**src/rtl/alu_pkg.sv**
```systemverilog
// Shared op codes and sequencer state encoding for the ALU execute stage.
package alu_pkg;

   localparam logic [2:0] ALU_ADD = 3'b001;
   localparam logic [2:0] ALU_SUB = 3'b010;
   localparam logic [2:0] ALU_AND = 3'b011;
   localparam logic [2:0] ALU_OR  = 3'b100;
   localparam logic [2:0] ALU_MUL = 3'b110;

   typedef enum logic {
      ST_IDLE = 1'b0,
      ST_MUL  = 1'b1
   } alu_state_e;

endpackage

```
**src/rtl/alu_shift_add_mul.sv**
```systemverilog
// Iterative shift-add multiplier datapath; the sequencer owns iteration count and sequencing.
module alu_shift_add_mul #(
   parameter int WIDTH = 32
) (
   input  logic             clk_i,
   input  logic             rst_i,
   input  logic             load_i,
   input  logic             step_i,
   input  logic [WIDTH-1:0] a_i,
   input  logic [WIDTH-1:0] b_i,
   output logic [WIDTH-1:0] product_o
);

   logic [WIDTH-1:0] mcand_q, mcand_d;
   logic [WIDTH-1:0] mplier_q, mplier_d;
   logic [WIDTH-1:0] acc_q, acc_d;
   logic [WIDTH-1:0] acc_step;

   // Accumulator value after the current step, so the final step's sum is visible same edge.
   assign acc_step  = acc_q + (mplier_q[0] ? mcand_q : '0);
   assign product_o = acc_step;

   always_comb begin
      mcand_d  = mcand_q;
      mplier_d = mplier_q;
      acc_d    = acc_q;
      if (load_i) begin
         mcand_d  = a_i;
         mplier_d = b_i;
         acc_d    = '0;
      end else if (step_i) begin
         mcand_d  = mcand_q << 1;
         mplier_d = mplier_q >> 1;
         acc_d    = acc_step;
      end
   end

   always_ff @(posedge clk_i) begin
      if (rst_i) begin
         mcand_q  <= '0;
         mplier_q <= '0;
         acc_q    <= '0;
      end else begin
         mcand_q  <= mcand_d;
         mplier_q <= mplier_d;
         acc_q    <= acc_d;
      end
   end

endmodule

```
**src/rtl/alu_exec_sequencer.sv**
```systemverilog
// Execute-stage sequencer: single-cycle logic/arith ops plus a stalling WIDTH-cycle shift-add MUL.
module alu_exec_sequencer
   import alu_pkg::*;
#(
   parameter int WIDTH = 32,
   parameter int CNT_W = $clog2(WIDTH)
) (
   input  logic             clk_i,
   input  logic             rst_i,
   input  logic             start_i,
   input  logic [2:0]       ALUCtrl_i,
   input  logic [WIDTH-1:0] src1_i,
   input  logic [WIDTH-1:0] src2_i,
   input  logic             flush_i,
   output logic             ready_o,
   output logic             stall_o,
   output logic             done_o,
   output logic [WIDTH-1:0] result_o,
   output logic             zero_o
);

   localparam logic [CNT_W-1:0] CNT_LAST = CNT_W'(WIDTH - 1);

   alu_state_e       state_q, state_d;
   logic [CNT_W-1:0] cnt_q, cnt_d;
   logic             done_q, done_d;
   logic [WIDTH-1:0] result_q, result_d;
   logic             zero_q, zero_d;
   logic             mul_load, mul_step;
   logic [WIDTH-1:0] mul_product;
   logic [WIDTH-1:0] single_res;

   // Unused codes (000, 101, 111) fall through to ADD.
   function automatic logic [WIDTH-1:0] single_op(input logic [2:0] op,
                                                   input logic [WIDTH-1:0] a,
                                                   input logic [WIDTH-1:0] b);
      case (op)
         ALU_SUB: single_op = a - b;
         ALU_AND: single_op = a & b;
         ALU_OR:  single_op = a | b;
         default: single_op = a + b;
      endcase
   endfunction

   assign single_res = single_op(ALUCtrl_i, src1_i, src2_i);

   assign ready_o  = (state_q != ST_MUL);
   assign stall_o  = (state_q == ST_MUL);
   assign done_o   = done_q;
   assign result_o = result_q;
   assign zero_o   = zero_q;

   alu_shift_add_mul #(
      .WIDTH (WIDTH)
   ) u_mul (
      .clk_i     (clk_i),
      .rst_i     (rst_i),
      .load_i    (mul_load),
      .step_i    (mul_step),
      .a_i       (src1_i),
      .b_i       (src2_i),
      .product_o (mul_product)
   );

   always_comb begin
      state_d  = state_q;
      cnt_d    = cnt_q;
      done_d   = 1'b0;
      result_d = result_q;
      zero_d   = zero_q;
      mul_load = 1'b0;
      mul_step = 1'b0;
      if (flush_i) begin
         state_d = ST_IDLE;
         cnt_d   = '0;
      end else begin
         case (state_q)
            ST_IDLE: begin
               if (start_i) begin
                  if (ALUCtrl_i == ALU_MUL) begin
                     state_d  = ST_MUL;
                     cnt_d    = '0;
                     mul_load = 1'b1;
                  end else begin
                     result_d = single_res;
                     zero_d   = (single_res == '0);
                     done_d   = 1'b1;
                  end
               end
            end
            ST_MUL: begin
               mul_step = 1'b1;
               if (cnt_q == CNT_LAST) begin
                  state_d  = ST_IDLE;
                  cnt_d    = '0;
                  result_d = mul_product;
                  zero_d   = (mul_product == '0);
                  done_d   = 1'b1;
               end else begin
                  cnt_d = cnt_q + 1'b1;
               end
            end
            default: state_d = ST_IDLE;
         endcase
      end
   end

   always_ff @(posedge clk_i) begin
      if (rst_i) begin
         state_q  <= ST_IDLE;
         cnt_q    <= '0;
         done_q   <= 1'b0;
         result_q <= '0;
         zero_q   <= 1'b0;
      end else begin
         state_q  <= state_d;
         cnt_q    <= cnt_d;
         done_q   <= done_d;
         result_q <= result_d;
         zero_q   <= zero_d;
      end
   end

endmodule

```
**config.mk**
```make
export PLATFORM = sky130hd
export DESIGN_NAME = alu_exec_sequencer
export DESIGN_NICKNAME = d
export VERILOG_FILES = /design/src/rtl/alu_pkg.sv /design/src/rtl/alu_shift_add_mul.sv /design/src/rtl/alu_exec_sequencer.sv
export SDC_FILE = /design/constraint.sdc
export NUM_CORES = 1
export LEC_CHECK = 0
export ABC_AREA = 1
export CAP_MARGIN = 20
export CELL_PAD_IN_SITES_DETAIL_PLACEMENT = 0
export CELL_PAD_IN_SITES_GLOBAL_PLACEMENT = 1
export CORE_UTILIZATION = 40
export DETAILED_ROUTE_END_ITERATION = 8
export GPL_TIMING_DRIVEN = 0
export PLACE_DENSITY = 0.86
export SKIP_CTS_REPAIR_TIMING = 1
export SLEW_MARGIN = 20
export SYNTH_ARGS = -nofsm -noshare
export SYNTH_HDL_FRONTEND = slang
export SYNTH_SLANG_ARGS = --single-unit
```
**constraint.sdc**
```tcl
create_clock -name clk_i -period 4.6 [get_ports clk_i]
set_input_delay 0.92 -clock clk_i [delete_from_list [all_inputs] [get_ports clk_i]]
set_output_delay 0.92 -clock clk_i [all_outputs]
set_load 0.05 [all_outputs]
```
## Word-level counts from Yosys, hierarchy flattened

Cells that the tools add are included.

| storage, ports and cells | value |
|---|---|
| register bits | 136 |
| input bits | 71 |
| output and inout port bits | 36 |

| operators by class | value |
|---|---|
| add/subtract/negate cells | 4 |
| equality and inequality tests | 9 |
| mux-type cells | 30 |
| bitwise operators | 4 |
| reduce and logical (&&, ||, !) cells | 7 |

Operator list:

| cell | number |
|---|---|
| $mux 32 | 8 |
| $pmux 32 s3 | 1 |
| $add 32x32->32 | 2 |
| $logic_not 32->1 | 2 |
| $pmux 32 s2 | 1 |
| $and 32x32->32 | 1 |
| $or 32x32->32 | 1 |
| $sub 32x32->32 | 1 |
| $mux 5 | 3 |
| $mux 1 | 13 |
| $pmux 5 s2 | 1 |
| $eq 3x2->1 const B | 2 |
| $eq 3x3->1 const B | 2 |
| $pmux 1 s2 | 3 |
| $add 5x1->5 const B | 1 |
| $eq 5x5->1 const B | 1 |
| $ne 2x1->1 const B | 2 |
| $ne 2x2->1 const B | 2 |
| $reduce_and 4->1 | 1 |
| $reduce_or 2->1 | 2 |
| $not 1->1 | 2 |
| $reduce_and 2->1 | 1 |
| $reduce_bool 2->1 | 1 |

## Longest topological paths before layout

| logic depth | value |
|---|---|
| word-level depth | 6 |
| depth in mapped cells | 32 |

## By module

From an unflattened synthesis, not the netlist that was laid out.

| unflattened totals | value |
|---|---|
| cells, all modules | 2313 |
| area, all modules | 12757.2 sq um |

Modules (own cells, without submodules):

| module | times used | cells an instance | area each (sq um) |
|---|---|---|---|
| alu_shift_add_mul | 1 | 1157 | 6722.7 |
| alu_exec_sequencer | 1 | 1156 | 6034.5 |

## Worst setup path after synthesis

OpenSTA, ideal clock, no wires.

| timing path | value |
|---|---|
| kind | input -> register |
| from | input port src2_i[0] |
| to | register zero_q, in the netlist zero_o |
| setup time | 56 ps |
| arrival | 3921 ps |
| path slack | 623 ps |
| stages on the path | 31 |
| buffers on the path | 0 |
| cells stage by stage | inv_1 ha_1 inv_1 nor3_2 inv_2 nor3_2 inv_2 nor2_4 nand4_1 nor4_2 nor2_1 a21oi_2 o21ai_1 xor2_1 ha_1 nand2_1 nor2_1 nand2_1 nor3_1 nand2_1 nand2_1 nand2_1 nand3_1 nand2_1 nor2_1 nand3_1 nor2_1 nand3_1 nand3_1 nand2_1 inv_1 |

| on the way | value |
|---|---|
| cells in the longest elaborated chain, start to end | 6 |
| elaborated cells on any way between the ends | 9 |
| those cells by class | 2 x add/sub; 4 x mux; 2 x bitwise; 1 x reduce/logical |

Ends and longest elaborated chain:

| element | line | source |
|---|---|---|
| start, declared | alu_exec_sequencer.sv:13 | `input logic [WIDTH-1:0] src2_i,` |
| $add 32x32->32 (tied with other cells) | alu_exec_sequencer.sv:41 | `default: single_op = a + b;` |
| $pmux 32 s3 * | alu_exec_sequencer.sv:37 | `case (op)` |
| $logic_not 32->1 * | alu_exec_sequencer.sv:86 | `zero_d = (single_res == '0);` |
| $mux 1 * | alu_exec_sequencer.sv:80 | `if (ALUCtrl_i == ALU_MUL) begin` |
| $mux 1 * | alu_exec_sequencer.sv:79 | `if (start_i) begin` |
| $pmux 1 s2 * | alu_exec_sequencer.sv:77 | `case (state_q)` |
| end signal, assigned | alu_exec_sequencer.sv:120 | `zero_q <= zero_d;` |
| end, declared | alu_exec_sequencer.sv:28 | `logic zero_q, zero_d;` |

Mark *: on every way between the ends. The rest lies on a longest branch, timed or not. The select of a mux whose other input is x is not followed.
A chain may end at the register's enable or synchronous reset.

## Worst setup path after layout

| timing path | value |
|---|---|
| from | input port src2_i[1] |
| to | register result_q[31], in the netlist result_o[31] |

| on the way | value |
|---|---|
| cells in the longest elaborated chain, start to end | 5 |
| elaborated cells on any way between the ends | 6 |
| those cells by class | 2 x add/sub; 4 x mux |

Ends and longest elaborated chain:

| element | line | source |
|---|---|---|
| $add 32x32->32 / $sub 32x32->32 (equally long branches) | alu_exec_sequencer.sv:41, alu_exec_sequencer.sv:38 |  |
| $pmux 32 s3 * | alu_exec_sequencer.sv:37 |  |
| $mux 32 * | alu_exec_sequencer.sv:80 |  |
| $mux 32 * | alu_exec_sequencer.sv:79 |  |
| $pmux 32 s2 * | alu_exec_sequencer.sv:77 |  |
| end signal, assigned | alu_exec_sequencer.sv:119 | `result_q <= result_d;` |
| end, declared | alu_exec_sequencer.sv:27 | `logic [WIDTH-1:0] result_q, result_d;` |

Marked as above.

==> run_results.csv <==
group,metric,value,unit
outcome,status,"finished clean",
worst_hold_path,holdPathStages,2,
timing,post-route-min-period,4560,ps
yosys,ys_seq_area_share,22.1,%
yosys,synthArstFlopShare,0,%
pwr,p_clk_share,38.7,%
final_layout,num_antenna_cells,0,
final_layout,area_growth,20.4,%
pwr,power.total,3.92,mW
critical_path,crit_top_cell,"nand2_2",
clock_tree,htree_levels,4,
yosys,synthCells,2078,
timing,finalSetupTns,0,ps
global_route,grt_pass1_wl,71.4,mm
critical_path,path_class,"input pin to flip-flop",
floorplan,dieHeight,177,µm
critical_path,rr_worst_depth,24,
global_route,grt_max_degree,17,
pwr,cellInternalPower,2.56,mW
floorplan,rows,63,
timing,fin_skew,11.8,ps
clock_tree,cts_tree,"yes",
clock_tree,cts_buffers,17,
floorplan,core_region_area,30000,µm²
critical_path,critPathSlowestCell,"ha_2",
critical_path,arrival,4860,ps
yosys,ys_ff_latch,136,
worst_hold_path,hold_end,"result_o[21]",
global_route,grt_use_total,29.8,%
placed_design,dp_cells,2569,
pwr,leakage,7.67,nW
yosys,synth_cell_types,43,
yosys,synth.top_cell.area_share,22.1,%
drt,vias,14321,
timing,maxSlewViolCount,0,
yosys,netlist_area,12300,µm²
yosys,synth_area_leaders,"dfxtp_1 22%, nand2_1 16%, inv_1 11%, ha_1 6.8%, o21ai_0 6.5%",
timing,hold_viol_final,0,
worst_hold_path,hold_path_class,"flip-flop to flip-flop",
pwr,p_switching,1.36,mW
global_route,overflow,0,
drt,final_antenna_net_count,0,
global_route,grt_pass1_vias,12777,
drt,firstDrtPassIters,6,
clock_tree,cts.sinks,136,
critical_path,reg2reg_from,"u_mul.mplier_q[0]",
critical_path,rrSetupSlack,790,ps
yosys,synth_most_common_cell,"nand2_1",
floorplan,start_util,41.1,%
critical_path,endpoint_kind,"flip-flop",
drt,wl,47.2,mm
yosys,synth_fp_nets,2218,
floorplan,dieArea,31500,µm²
yosys,synth_edf_count,0,
pwr,seq_power_share,31.9,%
critical_path,cp-start-kind,"input pin",
drt,vias_per_cell,5.47,
placed_design,dp_hpwl,38.5,mm
timing,fmax,0.219,GHz
critical_path,r2r_end,"zero_o",
timing,rsz0062_at_grt,"true",
yosys,avgSynthCellArea,5.92,µm²
final_layout,final_util,49.5,%
timing,relSlewSlack,45.9,%
worst_hold_path,hold_path_startpoint,"result_o[21]",
critical_path,critPathMaxFanout,4,
timing,setup_viol,0,
pwr,p_comb_share,29.4,%
timing,period_share,99.2,%
global_route,antenna_found_initial,1,
drt,routedWlPerCell,18.0,µm
drt,drt-initial-drc-count,1438,
clock_tree,clk_latency,450,ps
final_layout,layout-drive-gt1-share,8.44,%
yosys,synth_top_area_cell,"dfxtp_1",
floorplan,ioPinCount,107,
final_layout,final_cells,2617,
final_layout,layout.nets,2355,
yosys,synth_common_cells,"533 x nand2_1, 365 x inv_1, 159 x o21ai_0",
pwr,p_per_area,264,nW/µm²
placed_design,place_congestion,0.921,
placed_design,numPortBuffers,101,
flow_run,cap_violations,0,
critical_path,required,4890,ps
floorplan,fp.dieW,177,µm
clock_tree,path_clk_slew,60,ps
yosys,synth_ff_type,"dfxtp_1",
pwr,swShare,34.7,%
critical_path,critPathMaxStageDelay,410,ps
pwr,ir_drop,0.000301,V
drt,drc,0,
clock_tree,clockRootBuffer,"clkbuf_16",
timing,worst_pin_slew,805,ps
clock_tree,clock_path_buffers,2,
yosys,ys.warnings.count,0,
-- cells by family after synthesis --
kind of cell / after synthesis / share of synthesized area [%]
AND/OR/NAND/NOR: 919 / 32.2
buffers and inverters: 459 / 14.4
AO/OA/AOI/OAI: 458 / 21.6
flip-flops: 136 / 22.1
adder cells (fa/ha/maj): 69 / 7.14
XOR/XNOR: 37 / 2.63
-- placed cells by master (no fill, tap or decap), types with 19 or more instances in the layout --
cell,Yosys,layout
nand2_1,533,515
inv_1,365,362
o21ai_0,159,158
nor2_1,154,141
dfxtp_1,136,136
a21oi_1,121,117
nand3_1,118,114
o211ai_1,101,101
clkdlybuf4s50_1,0,97
ha_1,67,64
clkbuf_1,56,56
a31oi_1,36,36
xor2_1,33,33
nand2_2,14,27
nand4_1,23,23
nor2_2,11,19
buf_4,3,19
-- power groups by stage --
stage	Sequential, mW	Combinational (mW)	Clock [mW]
after floorplan	1.34	0.611	0
after global placement	1.27	1.07	0
after detailed placement	1.27	1.07	0
after CTS	1.25	1.08	1.51
after global routing	1.25	1.25	1.57
final	1.25	1.15	1.52
-- layer usage --
metal | GRT usage, % | part of all wire, % | vias up
met1 | 42.7 | 47 | 6692
met2 | 45.9 | 43 | 543
li1 | - | - | 7016
met5 | 0 | 0 | -
met3 | 4.07 | 7.3 | 70
met4 | 9.33 | 2.4 | 0
-- worst max-delay path by stage --
| stage | cells past startpoint | to | startpoint |
|---|---|---|---|
| 4_1_cts | 29 | result_o[31] | src2_i[0] |
| 3_5_place_dp | 29 | result_o[31] | src2_i[0] |
| 5_1_grt | 29 | result_o[31] | src2_i[1] |
| 2_1_floorplan | 31 | zero_o | src2_i[0] |
| 3_3_place_gp | 29 | result_o[31] | src2_i[0] |
| 6_report | 29 | result_o[31] | src2_i[1] |
-- per-stage QoR --
| step | hold slack, ps | setup slack [ps] | cell area, µm² |
|---|---|---|---|
| after floorplan | 444 | 623 | 12300 |
| final | 465 | 37.8 | 14800 |
| after global routing | 492 | -212 | 14800 |
| after global placement | 452 | -870 | 13800 |
| after detailed placement | 460 | -895 | 13800 |
| after CTS | 469 | -442 | 14400 |
-- flip-flops by register name (all words and copies together), names as in the netlist --
register and flops:
u_mul.acc_q 32, stall_o 1, u_mul.mcand_q 32, cnt_q 5, result_o 32, u_mul.mplier_q 32
zero_o 1, done_o 1
-- worst max-delay path, delay by kind of cell --
kind	cells	cell delay, ps
AND/OR/NAND/NOR	17	2160
AO/OA/AOI/OAI	4	710
adder cells (fa/ha/maj)	2	530
buffers and inverters	5	340
XOR/XNOR	1	180
-- layout make-up --
type | instances | area, µm²
flip-flops and latches | 136 | 2720
clock buffers | 23 | 488
well taps | 390 | 488
clock inverters | 8 | 143
multi-input cells | 1483 | 8030
inverters | 382 | 1450
repair buffers | 118 | 1160
plain buffers | 77 | 337
fillers | 3264 | 15100
Note: power is estimated with default switching activity, not from simulation.
